<file path="src/rtl/seed_extender.sv">
// Ungapped X-drop seed extension: grows a seed hit right then left, one nucleotide
// per cycle, and reports the best-scoring HSP with a one-cycle stop/result pulse.
module seed_extender #(
    parameter int SEED_LEN  = 11,
    parameter int MATCH     = 1,
    parameter int MISMATCH  = 3,
    parameter int XDROP     = 10,
    parameter int THRESHOLD = 20,
    parameter int SCORE_W   = 16
) (
    input  logic                      clk,
    input  logic                      rst,
    input  logic                      start_expand,
    input  logic [8:0]                loc_q,
    input  logic [8:0]                shift_no,
    input  logic [511:0]              query,
    input  logic [511:0]              db,
    output logic                      stop,
    output logic                      result_valid,
    output logic                      hsp_pass,
    output logic signed [SCORE_W-1:0] hsp_score,
    output logic [7:0]                hsp_q_start,
    output logic [7:0]                hsp_q_end,
    output logic [7:0]                hsp_db_start,
    output logic                      busy
);

    typedef enum logic [2:0] {IDLE, EXT_RIGHT, EXT_LEFT, REPORT, WAIT_RELEASE} state_t;

    localparam logic signed [SCORE_W-1:0] SEED_SCORE = SCORE_W'(SEED_LEN * MATCH);
    localparam logic signed [SCORE_W-1:0] MATCH_S    = SCORE_W'(MATCH);
    localparam logic signed [SCORE_W-1:0] MISMATCH_S = SCORE_W'(MISMATCH);
    localparam logic signed [SCORE_W-1:0] XDROP_S    = SCORE_W'(XDROP);
    localparam logic signed [SCORE_W-1:0] THRESH_S   = SCORE_W'(THRESHOLD);

    state_t state, stateNext;

    logic [511:0] qWin, dbWin;
    logic [7:0]   qs, ds, qStart, qEnd, dbStart;
    logic [8:0]   n;
    logic signed [SCORE_W-1:0] score, best;

    logic [9:0] qi, di;
    logic [1:0] qNuc, dNuc;
    logic       outRange, lastIdx, improve, xdrop, dirDone;
    logic signed [SCORE_W-1:0] newScore, newBest, curBest;
    logic [7:0] curQStart, curDbStart;

    // Only even bit offsets are meaningful; bit0 is don't-care.
    logic unusedBits;
    assign unusedBits = loc_q[0] ^ shift_no[0];

    always_comb begin
        if (state == EXT_LEFT) begin
            qi = {2'b00, qs} - 10'd1 - {1'b0, n};
            di = {2'b00, ds} - 10'd1 - {1'b0, n};
        end else begin
            qi = {2'b00, qs} + 10'(SEED_LEN) + {1'b0, n};
            di = {2'b00, ds} + 10'(SEED_LEN) + {1'b0, n};
        end
        // Left-side underflow wraps above 255 in 10 bits, so one range test covers both sides.
        outRange = (qi > 10'd255) || (di > 10'd255);
        qNuc     = qWin[{qi[7:0], 1'b0} +: 2];
        dNuc     = dbWin[{di[7:0], 1'b0} +: 2];
        newScore = (qNuc == dNuc) ? score + MATCH_S : score - MISMATCH_S;
        improve  = newScore > best;
        newBest  = improve ? newScore : best;
        xdrop    = (newBest - newScore) > XDROP_S;
        lastIdx  = (state == EXT_LEFT) ? (qi == 10'd0 || di == 10'd0)
                                       : (qi == 10'd255 || di == 10'd255);
        dirDone  = outRange || xdrop || lastIdx;

        curBest    = outRange ? best : newBest;
        curQStart  = (!outRange && improve) ? qi[7:0] : qStart;
        curDbStart = (!outRange && improve) ? di[7:0] : dbStart;

        stateNext = state;
        case (state)
            IDLE:         if (start_expand) stateNext = EXT_RIGHT;
            EXT_RIGHT:    if (dirDone) stateNext = EXT_LEFT;
            EXT_LEFT:     if (dirDone) stateNext = REPORT;
            REPORT:       stateNext = WAIT_RELEASE;
            WAIT_RELEASE: if (!start_expand) stateNext = IDLE;
            default:      stateNext = IDLE;
        endcase
    end

    always_ff @(posedge clk) begin
        if (rst) begin
            state        <= IDLE;
            qWin         <= '0;
            dbWin        <= '0;
            qs           <= '0;
            ds           <= '0;
            qStart       <= '0;
            qEnd         <= '0;
            dbStart      <= '0;
            n            <= '0;
            score        <= '0;
            best         <= '0;
            hsp_score    <= '0;
            hsp_pass     <= 1'b0;
            hsp_q_start  <= '0;
            hsp_q_end    <= '0;
            hsp_db_start <= '0;
        end else begin
            state <= stateNext;
            case (state)
                IDLE: if (start_expand) begin
                    qWin    <= query;
                    dbWin   <= db;
                    qs      <= loc_q[8:1];
                    ds      <= shift_no[8:1];
                    qStart  <= loc_q[8:1];
                    qEnd    <= loc_q[8:1] + 8'(SEED_LEN - 1);
                    dbStart <= shift_no[8:1];
                    score   <= SEED_SCORE;
                    best    <= SEED_SCORE;
                    n       <= '0;
                end
                EXT_RIGHT: begin
                    n <= n + 9'd1;
                    if (!outRange) begin
                        score <= newScore;
                        best  <= newBest;
                        if (improve) qEnd <= qi[7:0];
                    end
                    // Left extension restarts from the best right-side score.
                    if (dirDone) begin
                        n     <= '0;
                        score <= curBest;
                    end
                end
                EXT_LEFT: begin
                    n <= n + 9'd1;
                    if (!outRange) begin
                        score <= newScore;
                        best  <= newBest;
                        if (improve) begin
                            qStart  <= qi[7:0];
                            dbStart <= di[7:0];
                        end
                    end
                    if (dirDone) begin
                        hsp_score    <= curBest;
                        hsp_pass     <= curBest >= THRESH_S;
                        hsp_q_start  <= curQStart;
                        hsp_q_end    <= qEnd;
                        hsp_db_start <= curDbStart;
                    end
                end
                default: ;
            endcase
        end
    end

    assign stop         = (state == REPORT);
    assign result_valid = (state == REPORT);
    assign busy         = (state != IDLE);

endmodule

</file>
<file path="config.mk">
export PLATFORM = sky130hd
export DESIGN_NAME = seed_extender
export DESIGN_NICKNAME = d
export VERILOG_FILES = /design/src/rtl/seed_extender.sv
export SDC_FILE = /design/constraint.sdc
export NUM_CORES = 2
export LEC_CHECK = 0
export ABC_AREA = 1
export CAP_MARGIN = 20
export CORE_AREA = 2 2 425 427
export CTS_CLUSTER_DIAMETER = 150
export DETAILED_ROUTE_END_ITERATION = 16
export DIE_AREA = 0 0 427 429
export PLACE_DENSITY = 0.61
export SYNTH_ARGS = -nofsm -noshare
export SYNTH_HDL_FRONTEND = slang
export SYNTH_SLANG_ARGS = --single-unit
</file>
<file path="constraint.sdc">
create_clock -name clk -period 8.9 [get_ports clk]
set_input_delay 1.78 -clock clk [delete_from_list [all_inputs] [get_ports clk]]
set_output_delay 1.78 -clock clk [all_outputs]
set_load 0.05 [all_outputs]
</file>
# ---- Word level (Yosys, flattened, before mapping)
# Cells that the tools add are included.
dict set report op_classes {
  n_addsub 13
  magnitude_cmp 5
  n_eq_ne 15
  shifts 2
  n_mux 31
  reduce_logical 23
}
# operator count
set ops {}
lappend ops {{variable part select 512 x 10 -> 2 bit} 2}
lappend ops {{2-to-1 mux 16 bit} 6}
lappend ops {{2-to-1 mux 8 bit} 9}
lappend ops {{one-hot mux 16 bit (3 select lines)} 1}
lappend ops {{one-hot mux 8 bit (2 select lines)} 3}
lappend ops {{one-hot mux 16 bit (2 select lines)} 1}
lappend ops {{one-hot mux 9 bit (3 select lines)} 1}
lappend ops {{adder 9 x 9 -> 10 bit} 2}
lappend ops {{== test 10 x 8 -> 1 bit, second input constant} 2}
lappend ops {{greater-than comparator 10 x 8 -> 1 bit, second input constant} 2}
lappend ops {{zero test 10 bit} 2}
lappend ops {{2-to-1 mux 10 bit} 2}
lappend ops {{subtractor 10 x 9 -> 10 bit} 2}
lappend ops {{adder 8 x 4 -> 9 bit, second input constant} 2}
lappend ops {{2-to-1 mux 9 bit} 2}
lappend ops {{subtractor 8 x 1 -> 9 bit, second input constant} 2}
lappend ops {{adder 16 x 2 -> 16 bit, second input constant} 1}
lappend ops {{greater-or-equal comparator 16 x 6 -> 1 bit, second input constant} 1}
lappend ops {{greater-than comparator 16 bit} 1}
lappend ops {{greater-than comparator 16 x 5 -> 1 bit, second input constant} 1}
lappend ops {{!= test 2 bit, second input constant} 8}
lappend ops {{subtractor 16 bit} 1}
lappend ops {{subtractor 16 x 3 -> 16 bit, second input constant} 1}
lappend ops {{one-hot mux 3 bit (5 select lines)} 1}
lappend ops {{other kinds (17)} 33}
dict set report totals {
  regBits 1149
  inputBits 1045
  out_inout_bits 44
  word_cells 105
}

# ---- Longest topological paths before layout
dict set report logic_depth {
  word_depth 14
  ltp_mapped 73
  ltp_nobuf 71
}

# ---- Worst setup path after synthesis
# Ideal clock, no wire load.
dict set report synth_path {
  path_kind {register to register}
  start {reg n[1]}
  end {reg hsp_q_end[0]}
  setup_time_ns 0.116
  t_arrival_ns 9.080
  required_time_ns 8.784
  slack_ns -0.296
  stages_incl_launch_ff 68
  n_path_buf 2
  synth_period_minus_slack_ns 9.196
  cell_sequence {dfxtp_1 > inv_1 > ha_1 > inv_1 > ha_1 > fa_1 > nand2_1 > inv_1 > o21ai_0 > nand2_1 > xnor2_1 > nand2_1 > nand2_1 > clkbuf_1 > nand3_1 > nand3_1 > nand3_1 > nand2_1 > (+32 left out) > a21oi_1 > nor2_1 > nor2_1 > o21ai_0 > a21oi_1 > o21bai_1 > nand2_1 > nand2_1 > a21oi_1 > or2_2 > nand4_1 > nand3_4 > nand2_4 > nand2_4 > inv_4 > buf_4 > nor2_1 > nor2_1}
}
dict set report synth_between {
  elab_chain_len 12
  word_cells_on_any_way 27
}
# element line
set synth_rtl {}
lappend synth_rtl {{from (decl)} 40} ;# logic [8:0] n;
lappend synth_rtl {{from (signal assigned)} 122} ;# n <= n + 9'd1;
lappend synth_rtl {{from (signal assigned)} 135} ;# n <= n + 9'd1;
lappend synth_rtl {{subtractor 10 x 9 -> 10 bit, or another cell as far along} 55} ;# qi = {2'b00, qs} - 10'd1 - {1'b0, n};
lappend synth_rtl {{2-to-1 mux 10 bit} 54} ;# if (state == EXT_LEFT) begin
lappend synth_rtl {{variable part select 512 x 10 -> 2 bit (on tied branches)} {63, 64}}
lappend synth_rtl {{== test 2 bit} 65} ;# newScore = (qNuc == dNuc) ? score + MATCH_S : score - MISMATCH_S;
lappend synth_rtl {{2-to-1 mux 16 bit} 65}
lappend synth_rtl {{greater-than comparator 16 bit} 66} ;# improve = newScore > best;
lappend synth_rtl {{2-to-1 mux 16 bit} 67} ;# newBest = improve ? newScore : best;
lappend synth_rtl {{subtractor 16 bit} 68} ;# xdrop = (newBest - newScore) > XDROP_S;
lappend synth_rtl {{greater-than comparator 16 x 5 -> 1 bit} 68}
lappend synth_rtl {{logical OR 1 bit} 71} ;# dirDone = outRange || xdrop || lastIdx;
lappend synth_rtl {{logical OR 1 bit (*)} 71}
lappend synth_rtl {{AND reduction 2 bit (no line) (*)} --}
lappend synth_rtl {{to (signal assigned)} 148} ;# hsp_q_end <= qEnd;
lappend synth_rtl {{to (decl)} 23} ;# output logic [7:0] hsp_q_end,
# Mark *: on every way between the ends. The rest lies on a longest branch, timed or not.
# A chain may end at the register's enable or synchronous reset.

# ---- Worst setup path in the final report
dict set report layout_path {
  start {reg n[1]}
  end {reg hsp_score[9]}
}
dict set report layout_between {
  elab_chain_len 12
  word_cells_on_any_way 28
}
# element line
set layout_rtl {}
lappend layout_rtl {{subtractor 10 x 9 -> 10 bit, or another cell as far along} 55}
lappend layout_rtl {{2-to-1 mux 10 bit} 54}
lappend layout_rtl {{variable part select 512 x 10 -> 2 bit (on tied branches)} {63, 64}}
lappend layout_rtl {{== test 2 bit} 65}
lappend layout_rtl {{2-to-1 mux 16 bit} 65}
lappend layout_rtl {{greater-than comparator 16 bit} 66}
lappend layout_rtl {{2-to-1 mux 16 bit} 67}
lappend layout_rtl {{subtractor 16 bit} 68}
lappend layout_rtl {{greater-than comparator 16 x 5 -> 1 bit} 68}
lappend layout_rtl {{logical OR 1 bit (2 in series)} 71}
lappend layout_rtl {{AND reduction 2 bit (no line)} --}
lappend layout_rtl {{to (signal assigned)} 145} ;# hsp_score <= curBest;
lappend layout_rtl {{to (decl)} 21} ;# output logic signed [SCORE_W-1:0] hsp_score,
# Several ways; a longest one is shown, not always the timed one.

==> summary.txt <==
Outcome
  • Status: complete, but fails checks
  • Failing checks: negative setup slack

Synth
  • EDFF count, synth: 0
  • Post-Syn Nets: 9430
  • Synth async-reset ratio: 0%
  • Seq cells post-synth: 1149
  • Area share of the largest cell type after synthesis: 41.58%
  • Seq/Total Area, Yosys: 41.58%
  • Main flop type after synthesis: dfxtp_1
  • Largest area contributor in the netlist: dfxtp_1
  • Post-Syn Area: 0.05531 sq mm
  • Synth Warn #: 0
  • Cells after Synth: 8278
  • Post-Syn Area per Cell: 6.682 sq um
  • Synth unique cells: 50
  • Largest cells by area after synthesis: dfxtp_1, o21ai_0, nor2_1

Worst setup path
  • Crit Path Max Fanout: 10
  • Data required time of the critical path: 9540 ps
  • Register-to-register setup slack: -310 ps
  • CP max stage cell: fa_1
  • Worst path arrival time: 9840 ps
  • CP Launch Point: n[1]$_SDFFE_PP0P_
  • Crit. End Element: register
  • Most common cell on crit path: nand2_2
  • CP Launch Type: register
  • Setup crit end: hsp_score[9]$_SDFFE_PP0P_
  • Reg2Reg Capture Point: hsp_score[9]$_SDFFE_PP0P_
  • Crit path largest cell delay: 480 ps
  • Critical R2R Launch: n[1]$_SDFFE_PP0P_
  • Worst reg2reg path depth: 69
  • CP Class: reg -> reg

Timing
  • Final Max Tran Viols: 0
  • Worst slew margin: 5.974%
  • Final WS setup: -306.5 ps
  • Setup TNS: -17230 ps
  • Hold Vio Cnt, Final: 0
  • Final setup fails: 68
  • Final period util: 103.4%
  • RSZ-0062 raised after global routing: true
  • Max Fclk: 108.6 MHz
  • Least-Margin Pin Slew: 1410 ps
  • Minimum clock period: 9207 ps
  • Clk_skew: 37.58 ps
  • Hold slack: 447.5 ps

Drt
  • DR iter-0 viols: 5694
  • Via total after detailed routing: 62.28k
  • Initial DRT Pass Iterations: 6
  • WL/cell: 21.67 um
  • DR DRC count: 0
  • Total wire length: 266600 um
  • Via/cell ratio: 5.063
  • Post-route ant nets: 0

Final layout
  • Area Overhead vs Synth: 47.94%
  • Design area: 0.08183 sq mm
  • Post-layout util: 45.96%
  • Filler cells: 17.96k
  • Most common cell after layout, fill and taps aside: nor2_1
  • Layout cell share with drive strength beyond 1: 15.32%
  • Most frequent cells in the layout: nor2_1, o21ai_0, dfxtp_1
  • Nets: 10.92k

Placed design
  • Post-DP HPWL: 194500 um
  • Port Buffers: 1086
  • Placer Congestion: 0.9361
  • Placed Area: 0.07332 sq mm

Job
  • Maxcap violations: 0

CTS
  • CTS Sinks: 1149
  • Num CTS Buffers: 139
  • CTS Root Cell: clkbuf_16
  • Hold Buf Count CTS: 0
  • Clk slew on worst S/H paths: 60 ps
  • H-tree level count: 4
  • CTS tree: done
  • Bufs on Longest Clock Path: 3
  • Skew-Pair Late Insertion Delay: 810 ps

Global route
  • Global-route wire length before repair: 381100 um
  • Largest net degree at the start of global routing: 253
  • All-Layer GR Usage: 27.67%
  • Gr ovfl total: 0
  • Vias in the first global route: 59.36k
  • Initial antenna violation count: 95

Floorplanning
  • Initial Util: 31.07%
  • Die W: 427 um
  • # IOs: 1089
  • FP Rows: 155
  • Core area: 0.1780 sq mm
  • Die ar.: 0.1832 sq mm
  • Die H: 429 um

Min path
  • HP Class: reg -> reg
[sequential cells by signal, summed over array words and instances, names as in the netlist, 3 cells and up]
signal / count
state: 3
best: 16
ds: 8
qWin: 512
hsp_q_end: 8
qStart: 8
qEnd: 8
hsp_q_start: 8
qs: 8
score: 16
dbStart: 8
hsp_db_start: 8
n: 9
hsp_score: 16
dbWin: 512
[cells by family after synthesis]
logic type / synth area share [%]
and+or+nand+nor: 24.15
AOI/OAI and AO/OA: 21.50
buffers and inverters: 9.439
xor gates and xnor gates: 0.8392
DFF: 41.58
adders and majority gates: 2.488
[per-stage QoR]
step | setup slack [ps] | std cells
2_1_floorplan | 3.993 | 8278
3_3_place_gp | -1525 | 11880
3_5_place_dp | -1818 | 11880
4_1_cts | -456.3 | 12190
5_1_grt | -895.3 | 12290
6_report | -306.5 | 12300
[worst min path at each step]
stage / depth (start not counted) / from / slack [ps] / end
floorplan: 2 / dbWin[110]$_SDFFE_PP0P_ / 420 / dbWin[110]$_SDFFE_PP0P_
global placement: 2 / qWin[79]$_SDFFE_PP0P_ / 440 / qWin[79]$_SDFFE_PP0P_
detailed placement: 2 / qWin[79]$_SDFFE_PP0P_ / 440 / qWin[79]$_SDFFE_PP0P_
CTS: 2 / qWin[79]$_SDFFE_PP0P_ / 450 / qWin[79]$_SDFFE_PP0P_
global route: 2 / dbWin[4]$_SDFFE_PP0P_ / 460 / dbWin[4]$_SDFFE_PP0P_
finish: 2 / qWin[79]$_SDFFE_PP0P_ / 450 / qWin[79]$_SDFFE_PP0P_
[per-layer routing]
layer  track usage, %  vias to the layer above  part of all wire [%]
met2            44.15                     2263                    46
li1                 -                    30020                     -
met1            34.70                    29420                    41
met5                0                        -                 0.060
met3            4.995                      556                   6.5
met4            16.29                       26                   5.9
[repair_timing]
| action | 4_1_cts | 5_1_grt |
|---|---|---|
| resized for setup | 346 | 224 |
| gates cloned | 12 | 4 |
| buffers inserted | 55 | 38 |
| pin swaps | 99 | 94 |
| endpoints found under the setup margin | 68 | 68 |
[cells in the mapped netlist, drive strengths merged (11+ instances only)]
cell	instances
ha	102
dfxtp	1149
buf	140
xor2	35
nand3	604
or2	12
clkbuf	473
nor2	1487
a21oi	866
o21ai	1412
nor3	16
nand2	1156
xnor2	18
a31oi	11
nand4	15
inv	707
o211ai	13
o21a	12
[critical path, delay by kind of cell (launching register included)]
family          cells  cell delay, ps
simple gates       33            3160
buf+inv            15            1590
compound gates     13            1790
flops               1             330
fa+ha+maj           7            1940
xor+xnor            1             180
[final cells by class]
| class | instances | area (sq um) | share of cell area (%) |
|---|---|---|---|
| multi-input combinational | 5804 | 29320 | 35.83 |
| sequential | 1149 | 23010 | 28.11 |
| timing repair buffer | 1956 | 18780 | 22.95 |
| clock buffer | 196 | 4069 | 4.972 |
| tap | 2355 | 2947 | 3.601 |
| inverter | 712 | 2750 | 3.361 |
| clock inverter | 51 | 705.7 | 0.8623 |
| antenna | 75 | 187.7 | 0.2293 |
| timing repair inverter | 4 | 68.82 | 0.08409 |
Power is not shown: default switching activity piles up to over one toggle a cycle in this logic, so the estimate is an artifact.
